--- config.mk ---
export PLATFORM = sky130hd
export DESIGN_NAME = conv_scheduler
export DESIGN_NICKNAME = d
export VERILOG_FILES = /design/src/rtl/bnn_pkg.sv /design/src/rtl/bnn_credit_counter.sv /design/src/rtl/conv_scheduler.sv
export SDC_FILE = /design/constraint.sdc
export NUM_CORES = 1
export LEC_CHECK = 0
export BUFFER_PORTS_ARGS = -buffer_cell sky130_fd_sc_hd__buf_2
export CORE_MARGIN = 1
export CORE_UTILIZATION = 34
export CTS_CLUSTER_DIAMETER = 50
export DETAILED_ROUTE_END_ITERATION = 8
export PLACE_DENSITY = 0.62
export SKIP_CTS_REPAIR_TIMING = 1
export SYNTH_ARGS = -nofsm -noshare
export SYNTH_HDL_FRONTEND = slang
export SYNTH_HIERARCHICAL = 1
export SYNTH_SLANG_ARGS = --single-unit
--- constraint.sdc ---
create_clock -name clk -period 1.95 [get_ports clk]
set_input_delay 0.195 -clock clk [delete_from_list [all_inputs] [get_ports clk]]
set_output_delay 0.195 -clock clk [all_outputs]
set_load 0.05 [all_outputs]
--- src/rtl/bnn_pkg.sv ---
`default_nettype none
// ============================================================================
// Module  : bnn_pkg
// Brief   : Shared constants, scheduler states and window descriptor type.
// Rev     : 1.0
// ============================================================================
package bnn_pkg;

    localparam int IMG_DIM  = 28;
    localparam int K        = 3;
    localparam int N_FILT   = 8;
    localparam int OUT_DIM  = IMG_DIM - K + 1;
    localparam int CREDIT_W = 4;

    typedef enum logic [2:0] {
        IDLE  = 3'd0,
        LOAD  = 3'd1,
        ISSUE = 3'd2,
        DRAIN = 3'd3,
        DONE  = 3'd4
    } sched_state_t;

    typedef struct packed {
        logic [4:0] row;
        logic [4:0] col;
        logic [2:0] filt;
        logic       last;
    } win_desc_t;

    // Filter innermost, then column, then row; last flags the final window.
    function automatic win_desc_t next_desc(
        input win_desc_t  d,
        input logic [4:0] pos_max,
        input logic [2:0] filt_max
    );
        win_desc_t n;
        n = d;
        if (d.filt == filt_max) begin
            n.filt = '0;
            if (d.col == pos_max) begin
                n.col = '0;
                n.row = d.row + 5'd1;
            end else begin
                n.col = d.col + 5'd1;
            end
        end else begin
            n.filt = d.filt + 3'd1;
        end
        n.last = (n.row == pos_max) && (n.col == pos_max) && (n.filt == filt_max);
        return n;
    endfunction

endpackage
`default_nettype wire

--- src/rtl/bnn_credit_counter.sv ---
`default_nettype none
// ============================================================================
// Module  : bnn_credit_counter
// Brief   : Windows-in-flight counter; full looks ahead to the post-edge count.
// Rev     : 1.0
// ============================================================================
module bnn_credit_counter
    import bnn_pkg::*;
#(
    parameter int MAX_OUT = 4
) (
    input  logic                clk,
    input  logic                reset_n,
    input  logic                clear,
    input  logic                inc,
    input  logic                dec,
    output logic [CREDIT_W-1:0] count,
    output logic                full,
    output logic                underflow
);

    localparam logic [CREDIT_W-1:0] c_max = CREDIT_W'(MAX_OUT);
    localparam logic [CREDIT_W-1:0] c_one = CREDIT_W'(1);

    logic [CREDIT_W-1:0] r_count;
    logic [CREDIT_W-1:0] w_count_next;
    logic                w_dec_ok;

    // A retire against an empty counter is dropped; the caller flags it.
    assign w_dec_ok = dec && (r_count != '0);

    always_comb begin
        w_count_next = r_count;
        if (clear) begin
            w_count_next = '0;
        end else if (inc && !w_dec_ok) begin
            w_count_next = r_count + c_one;
        end else if (!inc && w_dec_ok) begin
            w_count_next = r_count - c_one;
        end
    end

    always_ff @(posedge clk) begin
        if (!reset_n) begin
            r_count <= '0;
        end else begin
            r_count <= w_count_next;
        end
    end

    assign count     = r_count;
    assign full      = (w_count_next >= c_max);
    assign underflow = dec && (r_count == '0);

endmodule
`default_nettype wire

--- src/rtl/conv_scheduler.sv ---
`default_nettype none
// ============================================================================
// Module  : conv_scheduler
// Brief   : Load, then issue every (row, col, filter) window under credit control.
// Rev     : 1.0
// ============================================================================
module conv_scheduler #(
    parameter int IMG_DIM = bnn_pkg::IMG_DIM,
    parameter int K       = bnn_pkg::K,
    parameter int N_FILT  = bnn_pkg::N_FILT,
    parameter int MAX_OUT = 4
) (
    input  logic       clk,
    input  logic       reset_n,
    input  logic       start,
    output logic       en_wr,
    input  logic       load_done,
    output logic       win_valid,
    input  logic       win_ready,
    output logic [4:0] win_row,
    output logic [4:0] win_col,
    output logic [2:0] win_filt,
    output logic       win_last,
    input  logic       res_valid,
    output logic       busy,
    output logic       done,
    output logic       err
);

    import bnn_pkg::sched_state_t;
    import bnn_pkg::win_desc_t;
    import bnn_pkg::next_desc;
    import bnn_pkg::CREDIT_W;

    localparam logic [4:0]          c_pos_max    = 5'(IMG_DIM - K);
    localparam logic [2:0]          c_filt_max   = 3'(N_FILT - 1);
    localparam logic                c_first_last = (c_pos_max == 5'd0) && (c_filt_max == 3'd0);
    localparam logic [CREDIT_W-1:0] c_one        = CREDIT_W'(1);

    sched_state_t        r_state;
    win_desc_t           r_desc;
    logic                r_win_valid;
    logic                r_en_wr;
    logic                r_busy;
    logic                r_done;
    logic                r_err;

    logic                w_xfer;
    logic                w_start_ok;
    logic                w_full;
    logic                w_underflow;
    logic                w_drained;
    logic [CREDIT_W-1:0] w_credits;
    win_desc_t           w_next_desc;

    assign w_xfer      = r_win_valid && win_ready;
    assign w_start_ok  = start && (r_state == bnn_pkg::IDLE || r_state == bnn_pkg::DONE);
    assign w_next_desc = next_desc(r_desc, c_pos_max, c_filt_max);
    // Nothing is issued in DRAIN, so the count reaches zero this edge or already sits there.
    assign w_drained   = (w_credits == '0 && !res_valid) || (w_credits == c_one && res_valid);

    bnn_credit_counter #(
        .MAX_OUT (MAX_OUT)
    ) u_credits (
        .clk       (clk),
        .reset_n   (reset_n),
        .clear     (w_start_ok),
        .inc       (w_xfer),
        .dec       (res_valid),
        .count     (w_credits),
        .full      (w_full),
        .underflow (w_underflow)
    );

    always_ff @(posedge clk) begin
        if (!reset_n) begin
            r_state     <= bnn_pkg::IDLE;
            r_desc      <= '0;
            r_win_valid <= 1'b0;
            r_en_wr     <= 1'b0;
            r_busy      <= 1'b0;
            r_done      <= 1'b0;
            r_err       <= 1'b0;
        end else begin
            if (res_valid && (r_state == bnn_pkg::IDLE || r_state == bnn_pkg::LOAD || w_underflow)) begin
                r_err <= 1'b1;
            end

            case (r_state)
                bnn_pkg::IDLE, bnn_pkg::DONE: begin
                    if (start) begin
                        r_state <= bnn_pkg::LOAD;
                        r_en_wr <= 1'b1;
                        r_busy  <= 1'b1;
                        r_done  <= 1'b0;
                        r_desc  <= '{row: 5'd0, col: 5'd0, filt: 3'd0, last: c_first_last};
                    end
                end
                bnn_pkg::LOAD: begin
                    if (load_done) begin
                        r_state     <= bnn_pkg::ISSUE;
                        r_en_wr     <= 1'b0;
                        r_win_valid <= !w_full;
                    end
                end
                bnn_pkg::ISSUE: begin
                    if (w_xfer && r_desc.last) begin
                        r_state     <= bnn_pkg::DRAIN;
                        r_win_valid <= 1'b0;
                    end else begin
                        if (w_xfer) begin
                            r_desc <= w_next_desc;
                        end
                        // Credits never rise without a transfer, so a held descriptor stays valid.
                        r_win_valid <= !w_full;
                    end
                end
                bnn_pkg::DRAIN: begin
                    if (w_drained) begin
                        r_state <= bnn_pkg::DONE;
                        r_busy  <= 1'b0;
                        r_done  <= 1'b1;
                    end
                end
                default: begin
                    r_state     <= bnn_pkg::IDLE;
                    r_win_valid <= 1'b0;
                    r_en_wr     <= 1'b0;
                    r_busy      <= 1'b0;
                    r_done      <= 1'b0;
                end
            endcase
        end
    end

    assign en_wr     = r_en_wr;
    assign win_valid = r_win_valid;
    assign win_row   = r_desc.row;
    assign win_col   = r_desc.col;
    assign win_filt  = r_desc.filt;
    assign win_last  = r_desc.last;
    assign busy      = r_busy;
    assign done      = r_done;
    assign err       = r_err;

endmodule
`default_nettype wire

Yosys cells after proc, flatten, opt, wreduce, memory -nomap -nowiden
Cells that the tools add are included.
{"block": "word_totals", "regBits": 26, "out_inout_bits": 19, "word_cells": 96}
{"block": "op_classes", "addsub": 5, "magnitude_cmp": 1, "n_eq_ne": 16, "n_mux": 27, "n_bitwise": 3, "n_reduce_logical": 33}
{"operator": "$mux 14", "n": 3}
{"operator": "$pmux 14 s2", "n": 1}
{"operator": "$eq 5x5->1 const B", "n": 3}
{"operator": "$mux 3", "n": 5}
{"operator": "$logic_and 1x1->1", "n": 12}
{"operator": "$mux 4", "n": 3}
{"operator": "$pmux 1 s3", "n": 4}
{"operator": "$pmux 3 s4", "n": 1}
{"operator": "$add 5x1->5 const B", "n": 2}
{"operator": "$mux 10", "n": 1}
{"operator": "$mux 5", "n": 2}
{"operator": "$ne 2x2->1 const B", "n": 5}
{"operator": "$eq 3x3->1 const B", "n": 3}
{"operator": "$reduce_and 4->1", "n": 2}
{"operator": "$mux 1", "n": 7}
{"operator": "$eq 3x2->1 const B", "n": 2}
{"operator": "$reduce_and 3->1", "n": 2}
{"operator": "$reduce_or 2->1", "n": 3}
{"operator": "$add 4x1->4 const B", "n": 1}
{"operator": "$eq 4x1->1 const B", "n": 1}
{"operator": "$ge 4x3->1 const B", "n": 1}
{"operator": "$logic_not 1->1", "n": 4}
{"operator": "$logic_not 4->1", "n": 1}
{"operator": "$logic_or 1x1->1", "n": 4}
{"operator": "10 further kinds", "n": 12}

Depth between registers and ports, before layout
Gate-level depths: netlist (run 1).
{"block": "depth", "ltp_word": 10, "ltp_mapped": 8, "depth_no_buf": 8}

Cells and area by module
Netlist (run 1), hierarchy kept.
{"module": "conv_scheduler", "instances": 1, "cells_each": 162, "area_each_um2": 1321.3, "seq_area_each_um2": 440.4}
{"module": "bnn_credit_counter", "instances": 1, "cells_each": 43, "area_each_um2": 362.8, "seq_area_each_um2": 80.1}

Worst setup path after synthesis (run 1)
No wires, ideal clock.
{"block": "synth_timing", "kind": "reg2reg", "from": "register r_desc, in the netlist win_filt[0]", "to": "register r_desc, in the netlist win_row[4]", "setup_time_ns": 0.074, "arrival_ns": 2.020, "required_time_ns": 1.876, "slack_ns": -0.144, "path_stages_with_launch": 7, "path_buffers": 0, "path_cell_list": "dfxtp_1 > ha_1 > ha_1 > and2_1 > nand3_1 > or4_1 > a31oi_1"}
{"block": "synth_between", "elab_chain_len": 5}
{"item": "start: declaration", "line_no": "conv_scheduler.sv:41", "source": "win_desc_t r_desc;"}
{"item": "start signal: assignment", "line_no": "conv_scheduler.sv:96", "source": "r_desc <= '{row: 5'd0, col: 5'd0, filt: 3'd0, last: c_first_last};"}
{"item": "start signal: assignment", "line_no": "conv_scheduler.sv:112", "source": "r_desc <= w_next_desc;"}
{"item": "$eq 3x3->1", "line_no": "bnn_pkg.sv:38", "source": "if (d.filt == filt_max) begin"}
{"item": "$mux 10", "line_no": "bnn_pkg.sv:38"}
{"item": "$mux 14", "line_no": "conv_scheduler.sv:111", "source": "if (w_xfer) begin"}
{"item": "$mux 14", "line_no": "conv_scheduler.sv:107", "source": "if (w_xfer && r_desc.last) begin"}
{"item": "$pmux 14 s2", "line_no": "conv_scheduler.sv:89", "source": "case (r_state)"}
Every way passes these cells. The select of a mux whose other input is x is not followed.
A chain may end at the register's enable or synchronous reset.

Worst setup path in the final report (run 1)
{"block": "layout_timing", "from": "register r_desc, in the netlist win_filt[0]", "to": "register r_desc, in the netlist win_col[0]"}
Same word-level chain as after synthesis.

==> results of run 1 <==
report_power, final:
group | internal (W) | total (W) | switching [W]
Clock | 0.000139 | 0.000325 | 0.000186
Sequential | 0.000547 | 0.000564 | 0.0000166
Combinational | 0.0000784 | 0.000211 | 0.000132
Total | 0.000765 | 0.00110 | 0.000335
cell usage in the layout, fill, tap and decap left out, types with 2 or more instances in the layout:
master,n
nor3b_1,2
buf_4,10
ha_1,7
dfxtp_2,5
a311oi_1,2
o22ai_1,2
xnor2_1,3
dfxtp_1,21
nand2_1,16
mux2i_1,2
o21a_1,4
a21oi_1,11
and2_1,3
nand4b_1,5
a31oi_1,7
inv_1,4
buf_2,24
nand2b_1,6
nor2_1,14
o21ai_0,13
clkbuf_8,3
a211o_1,3
nor3_1,4
nor2b_1,4
and2_2,2
or3_1,3
o211ai_1,6
nand3_1,8
o2111ai_1,2
a21boi_0,4
nand3b_1,5
or4_1,2
nand4_1,3
o21ai_1,2
metal layers:
layer,share of wire (%),track usage [%]
met2,44,26.69
met1,51,23.63
met5,0,0
met4,1.3,4.575
met3,4.2,2.222
critical path, delay by kind of cell (launching register included):
kind	cells	cell delay [ns]
AND/OR/NAND/NOR	3	0.70
adder cells (fa/ha/maj)	2	0.38
flip-flops	1	0.35
AO/OA/AOI/OAI	1	0.34
final timing paths:
check / start / endpoint / depth (start not counted)
worst max-delay path: win_filt[0]$_SDFFE_PN0P_ / win_col[0]$_SDFFE_PN0P_ / 6
worst min-delay path: res_valid / err$_SDFFE_PN0P_ / 3
worst max register to register: win_filt[0]$_SDFFE_PN0P_ / win_col[0]$_SDFFE_PN0P_ / 6
worst min register to register: err$_SDFFE_PN0P_ / err$_SDFFE_PN0P_ / 2
metrics by stage:
stage / hold WS, ns / util, % / instance area [um2] / total power, W / setup WS, ns
floorplan: 0.3357 / - / 1689 / 0.0007307 / 0.01171
global placement: 0.4462 / 40.45 / 1923 / 0.0007853 / 0.1492
detailed placement: 0.4507 / 40.45 / 1923 / 0.0007848 / 0.09407
CTS: 0.2563 / 41.32 / 1964 / 0.001097 / 0.06071
global route: 0.2744 / 41.95 / 1994 / 0.001143 / -0.03750
finish: 0.2492 / 41.95 / 1994 / 0.001100 / 0.1300
cell type report:
| cell class | count | share of cell area, % |
|---|---|---|
| multi-input cells | 166 | 56.78 |
| flip-flops and latches | 26 | 26.41 |
| repair buffers | 34 | 9.787 |
| well taps | 67 | 4.203 |
| clock buffers | 3 | 2.070 |
| inverters | 4 | 0.7528 |
cells by family (layout without fill, tap and decap cells):
logic type	count (synthesis)	in the layout	share of synthesized area, %
AND/OR/NAND/NOR	91	91	32.84
flip-flops	26	26	30.91
buffers and inverters	13	41	3.566
XOR/XNOR	3	3	1.560
multiplexers	3	3	1.857
AO/OA/AOI/OAI	62	62	24.07
adder cells (fa/ha/maj)	7	7	5.200
registers in the layout (all words and copies together), names as in the netlist:
register / count
r_state: 3
u_credits/count: 4
err: 1
win_row: 5
win_filt: 3
win_last: 1
win_valid: 1
busy: 1
done: 1
win_col: 5
en_wr: 1
==> flow_summary_export.csv, run 1 <==
group,metric,value,unit
critical_path,cp.arrival,2.05,ns
global_route,track_usage,16.73,%
timing,fin_crit,1.820,ns
yosys,async_reset_ff_share,0,%
yosys,synth_nets,218,
clock_tree,cts_num_sinks,26,
critical_path,cp_slowest_cell,"or3b_1",
timing,rsz0062_at_grt,"true",
route,dr_total_vias,1643,
yosys,syn-instance-count,205,
yosys,synth_edf_count,0,
global_route,overflow,0,
timing,hold_viol_final,0,
clock_tree,clk_pin_slew,0.10,ns
floorplan,rows,25,
route,dr.pass1.iters,4,
yosys,ys_ff_latch,26,
yosys,synth_top_area_cell,"dfxtp_1",
timing,skew,0.003080,ns
final_layout,antenna_cells,0,
clock_tree,clk_path_buf_depth,2,
flow_run,maxCapViolations,0,
clock_tree,cts_buffers,3,
floorplan,die_x,72.38,um
floorplan,start_util,35.42,%
critical_path,regToRegSetupSlack,0.13,ns
floorplan,core_region_area,4755,um2
critical_path,start_kind,"flip-flop",
yosys,synth_top_area_share,30.91,%
final_layout,syn_to_final_growth,18.42,%
critical_path,path_class,"flip-flop to flip-flop",
route,vias_per_cell,5.477,
clock_tree,cts_tree,"yes",
route,drtIter0Drc,49,
critical_path,worstPathRequired,2.17,ns
final_layout,regArea,526.8,um2
global_route,grt_pass1_vias,1500,
yosys,synth_top_flop_cell,"dfxtp_1",
yosys,seq_area_frac_synth,30.91,%
yosys,yosysWarnings,6,
clock_tree,cts-root-buf,"clkbuf_8",
critical_path,cp_max_fo,6,
place,port_buffers,24,
global_route,grt_max_degree,16,
yosys,syn_avg_cell_area,8.215,um2
route,ant_nets,0,
global_route,grt_pass1_wl,7038,um
route,wl,4085,um
timing,slew_headroom,51.59,%
final_layout,final_net_count,248,
yosys,post-synth-top-count-cell,"dfxtp_1",
critical_path,cpPeakStageDelay,0.38,ns
power,leakage,0.7286,nW
final_layout,fill_cells,517,
run_status,status,"finished clean",
final_layout,layoutNonFillerInstCount,300,
yosys,synth_commonest_cells,"26 x dfxtp_1, 16 x nand2_1, 14 x nor2_1",
floorplan,chipHeight,72.38,um
place,dp_hpwl,2992,um
yosys,synth_cell_type_count,52,
critical_path,timing.critical_path.mode_cell,"ha_1",
floorplan,die_area,5239,um2
timing,finalSetupViolCount,0,
critical_path,worstPathCellList,"ha_1, ha_1, and2_2, a211oi_4, or3b_1, nand2_1",
final_layout,drive_gt1_share,23.61,%
yosys,mappedNetlistArea,1684,um2
timing,worst_slew_pin_slew,0.7262,ns
critical_path,critPathCaptureType,"flip-flop",
clock_tree,cts_max_level,1,
route,wl_per_cell,13.62,um
global_route,grt_antenna_before_repair,0,
timing,tns,0,ns
yosys,yosys-top-cells-area,"dfxtp_1 31%, ha_1 5.2%, o21ai_0 3.9%",
final_layout,multi_input_area,1132,um2
power,power_density,551.5,nW/um2
clock_tree,clock_latency,0.28,ns
place,place.gp.congestion,0.7812,
route,drc_errors,0,
place,dp.cells,297,
floorplan,ios,25,
timing,fmax,549.4,MHz
min_path,hp-class,"input port to flip-flop",
power,vdd_ir_drop_max,269.2,uV
timing,finalCritPeriodShare,93.34,%
timing,drv_slew,0,
(Power assumes the default switching activity.)
==> run 2, diff against run 1 <==
--- a/config.mk
+++ b/config.mk
@@ -5,7 +5,7 @@
 export SDC_FILE = /design/constraint.sdc
 export NUM_CORES = 1
 export LEC_CHECK = 0
-export BUFFER_PORTS_ARGS = -buffer_cell sky130_fd_sc_hd__buf_2
+export BUFFER_PORTS_ARGS = -buffer_cell sky130_fd_sc_hd__clkbuf_2
 export CORE_MARGIN = 1
 export CORE_UTILIZATION = 34
 export CTS_CLUSTER_DIAMETER = 50
==> run 2 against run 1 <==
  * Design area is 0.31% higher
  * Register-to-register slack lost 0.02 ns
  * Setup slack got worse by 0.021 ns
  * Routed wire length up 2.9%
  * Sequential power barely moved
  * Die area did not move
  * Core utilization up 0.13 points
  * Final cell count increased by 1.0%
  * Critical path type unchanged
  * Largest cell class unchanged
==> flow_summary_export.csv, run 2 (synthesis results as in run 1) <==
group,metric,value,unit
run_status,status,"finished clean",
critical_path,cp.arrival,2.05,ns
route,met1_length,2155,um
critical_path,setup.worst_path.start,"win_filt[0]$_SDFFE_PN0P_",
critical_path,critPathCaptureType,"flip-flop",
final_layout,design_area,2001,um2
route,ant_nets,0,
clock_tree,cts-root-buf,"clkbuf_8",
final_layout,syn_to_final_growth,18.80,%
timing,finalCritPeriodShare,94.41,%
global_route,grt_pass1_vias,1591,
floorplan,core_region_area,4755,um2
critical_path,cp_max_fo,6,
critical_path,critPathTopFamily,"simple AND/OR/NAND/NOR gates",
timing,hold_viol_final,0,
final_layout,layout_common_cells,"24 x clkbuf_2, 22 x dfxtp_1, 16 x nand2_1, 14 x nor2_1",
route,vias_per_cell,5.515,
place,dpl_cell_area,1946,um2
critical_path,cpPeakStageDelay,0.39,ns
route,wl,4202,um
critical_path,start_kind,"flip-flop",
floorplan,rows,25,
global_route,track_usage,17.69,%
route,top_layer,"met4",
clock_tree,cts_buffers,3,
timing,skew,0.001618,ns
final_layout,layoutNonFillerInstCount,303,
global_route,grt_pass1_wl,7369,um
timing,finalSetupViolCount,0,
route,drtIter0Drc,62,
route,met3WireLength,186,um
global_route,grt_max_degree,16,
clock_tree,clk_path_buf_depth,2,
critical_path,cp_slowest_cell,"or3b_1",
clock_tree,cts_tree,"yes",
place,place.gp.congestion,0.7972,
critical_path,path_class,"flip-flop to flip-flop",
place,port_buffers,24,
route,wl_per_cell,13.87,um
final_layout,antenna_cells,0,
timing,fmax,543.2,MHz
place,dp_hpwl,3108,um
route,dr_total_vias,1671,
power,vdd_ir_drop_max,235.3,uV
route,dr.pass1.iters,5,
floorplan,chipHeight,72.38,um
critical_path,worstPathCellList,"ha_1, ha_1, and2_1, a211oi_2, or3b_1, nand2_1",
flow_run,maxCapViolations,0,
power,power_density,543.3,nW/um2
clock_tree,cts_max_level,1,
min_path,hp-class,"input port to flip-flop",
clock_tree,clk_pin_slew,0.09,ns
place,dp.cells,300,
final_layout,drive_gt1_share,22.88,%
global_route,grt_antenna_before_repair,0,
power,leakage,0.7281,nW
timing,slew_headroom,51.01,%
route,drc_errors,0,
critical_path,rr_startpoint,"win_filt[0]$_SDFFE_PN0P_",
floorplan,ios,25,
power,fin_total_pwr,0.001087,W
timing,worst_slew_pin_slew,0.7348,ns
timing,rsz0062_at_grt,"true",
min_path,hold_start,"res_valid",
timing,fin_crit,1.841,ns
floorplan,die_area,5239,um2
timing,tns,0,ns
final_layout,final_net_count,251,
floorplan,die_x,72.38,um
final_layout,final_common_cell,"clkbuf_2",
critical_path,path_buf_inv,0,
critical_path,timing.critical_path.mode_cell,"ha_1",
floorplan,start_util,35.42,%
clock_tree,cts_num_sinks,26,
critical_path,worstPathRequired,2.16,ns
critical_path,regToRegSetupSlack,0.11,ns
timing,drv_slew,0,
timing,timing.hold.ws,0.2794,ns
route,dr_wl_met2,1808,um
global_route,overflow,0,
clock_tree,clock_latency,0.27,ns
-- run 2: worst paths after layout --
path | to | cells past startpoint
setup / recovery | win_col[0]$_SDFFE_PN0P_ | 6
hold / removal | err$_SDFFE_PN0P_ | 3
setup reg to reg | win_col[0]$_SDFFE_PN0P_ | 6
hold reg to reg | err$_SDFFE_PN0P_ | 2
-- run 2: metal layers --
layer	global-route usage [%]	vias up
met1	24.70	785
met3	1.944	4
met2	28.35	43
met5	0	-
li1	-	839
met4	5.882	0
-- run 2: tightest hold or removal path: stages --
cell,delay (ns)
clkbuf_2,0.17
a21oi_1,0.08
nor2_1,0.07
-- run 2: power breakdown --
part	leakage, nW	internal (W)	switching, W
sequential	0.213	0.000547	0.0000155
clock	0.0216	0.000138	0.000170
combinational	0.494	0.0000808	0.000136
total	0.728	0.000766	0.000321
-- run 2: stage by stage --
step	util [%]	setup WS [ns]
after global routing	42.08	-0.04117
final	42.08	0.1091
after detailed placement	40.92	0.09660
after CTS	41.79	0.05877
after global placement	40.92	0.1607
after floorplan	-	0.01171
-- run 2: cell type report --
cell class	instances	area, um2
Clock buffer	3	41.29
Fill cell	512	2754
Inverter	4	15.01
Multi-Input combinational cell	166	1117
Sequential cell	26	525.5
Tap cell	67	83.83
Timing Repair Buffer	37	217.7
==> run 3, diff against run 2 <==
==> constraint.sdc (replaced) <==
create_clock -name clk -period 1.95 [get_ports clk]
set_input_delay 0.195 -clock clk [delete_from_list [all_inputs] [get_ports clk]]
set_output_delay 0.195 -clock clk [all_outputs]
set_load 0.005 [all_outputs]
==> run 3 against run 2 <==
  * Via count down 2.8%
  * Largest power group unchanged
  * Highest routed layer unchanged
  * Non-clock buffer count up 1
  * Maximum frequency up 0.79%
==> flow_summary_export.csv, run 3 (synthesis results as in run 1) <==
group,metric,value,unit
global_route,grt_pass1_wl,6844,um
final_layout,antenna_cells,0,
timing,skew,0.002438,ns
min_path,hold_start,"res_valid",
power,vdd_ir_drop_max,241.0,uV
global_route,grt_pass1_vias,1483,
place,place.gp.congestion,0.8495,
final_layout,design_area,2006,um2
route,wl_per_cell,13.41,um
floorplan,ios,25,
min_path,hp-class,"input port to flip-flop",
route,dr_total_vias,1625,
route,vias_per_cell,5.328,
final_layout,drive_gt1_share,21.43,%
clock_tree,cts_tree,"yes",
clock_tree,cts-root-buf,"clkbuf_8",
critical_path,critPathCaptureType,"flip-flop",
route,ant_nets,0,
timing,fmax,547.5,MHz
clock_tree,clk_pin_slew,0.09,ns
power,leakage,0.7398,nW
timing,hold_viol_final,0,
floorplan,chipHeight,72.38,um
floorplan,die_x,72.38,um
global_route,grt_max_degree,24,
timing,worst_slew_pin_slew,0.7660,ns
critical_path,start_kind,"flip-flop",
final_layout,final_common_cell,"dfxtp_1",
global_route,grt_antenna_before_repair,0,
global_route,overflow,0,
place,dp_hpwl,2958,um
power,fin_total_pwr,0.001104,W
critical_path,path_class,"flip-flop to flip-flop",
floorplan,core_region_area,4755,um2
route,drc_errors,0,
place,port_buffers,24,
final_layout,final_net_count,252,
clock_tree,cts_num_sinks,26,
critical_path,cp.arrival,2.04,ns
timing,finalSetupViolCount,0,
final_layout,layoutNonFillerInstCount,305,
critical_path,setup.worst_path.start,"win_filt[0]$_SDFFE_PN0P_",
clock_tree,clk_path_buf_depth,2,
route,dr.pass1.iters,4,
clock_tree,cts_max_level,1,
timing,rsz0062_at_grt,"false",
final_layout,fin_util,42.18,%
timing,finalCritPeriodShare,93.66,%
critical_path,worstPathRequired,2.16,ns
floorplan,die_area,5239,um2
final_layout,layout_common_cells,"26 x dfxtp_1, 24 x clkbuf_2, 16 x nand2_1, 14 x nor2_1, 14 x buf_4",
timing,tns,0,ns
flow_run,maxCapViolations,0,
global_route,track_usage,16.16,%
final_layout,syn_to_final_growth,19.09,%
run_status,status,"finished clean",
floorplan,start_util,35.42,%
critical_path,rr_startpoint,"win_filt[0]$_SDFFE_PN0P_",
floorplan,rows,25,
critical_path,cp_max_fo,4,
timing,drv_slew,0,
route,wl,4090,um
place,dpl_cell_area,1948,um2
place,dp.cells,301,
timing,fin_crit,1.826,ns
route,drtIter0Drc,91,
timing,slew_headroom,48.94,%
power,power_density,550.5,nW/um2
clock_tree,cts_buffers,3,
clock_tree,clock_latency,0.27,ns
## run 3: metrics by stage
step	hold WS (ns)	setup slack, ns
3_5_place_dp	0.4559	0.1494
6_report	0.2695	0.1236
2_1_floorplan	0.3345	0.1870
4_1_cts	0.2687	0.1359
5_1_grt	0.3186	0.03387
3_3_place_gp	0.4521	0.1571
## run 3: worst paths after layout
path | end | slack (ns) | cells past startpoint
max | win_last$_SDFFE_PN0P_ | 0.12 | 6
min | err$_SDFFE_PN0P_ | 0.27 | 3
max reg2reg | win_last$_SDFFE_PN0P_ | 0.12 | 6
min reg2reg | err$_SDFFE_PN0P_ | 0.48 | 2
## run 3: layout make-up
class / count / area (um2)
clock buffer: 4 / 55.05
tap: 67 / 83.83
multi-input combinational: 166 / 1106
sequential: 26 / 520.5
fill: 506 / 2749
inverter: 4 / 15.01
timing repair buffer: 38 / 225.2
## run 3: power breakdown
group | total (W) | internal (W) | switching, W | leakage, nW
Clock | 0.000361 | 0.000181 | 0.000180 | 0.0288
Combinational | 0.000177 | 0.0000754 | 0.000102 | 0.500
Sequential | 0.000566 | 0.000547 | 0.0000194 | 0.211
## run 3: layer usage
| metal | up-vias | track usage [%] | part of all wire, % |
|---|---|---|---|
| li1 | 839 | - | - |
| met1 | 732 | 23.94 | 53 |
| met2 | 50 | 24.09 | 40 |
| met3 | 4 | 2.361 | 5.4 |
| met4 | 0 | 4.793 | 1.2 |
| met5 | - | 0 | 0 |
## run 3: critical path, stage by stage, from the launching register on
cell and delay [ns]:
dfxtp_1 0.33, ha_1 0.19, ha_1 0.22, or4b_1 0.47
nor4b_1 0.29, o2111ai_1 0.14, o21ai_1 0.12
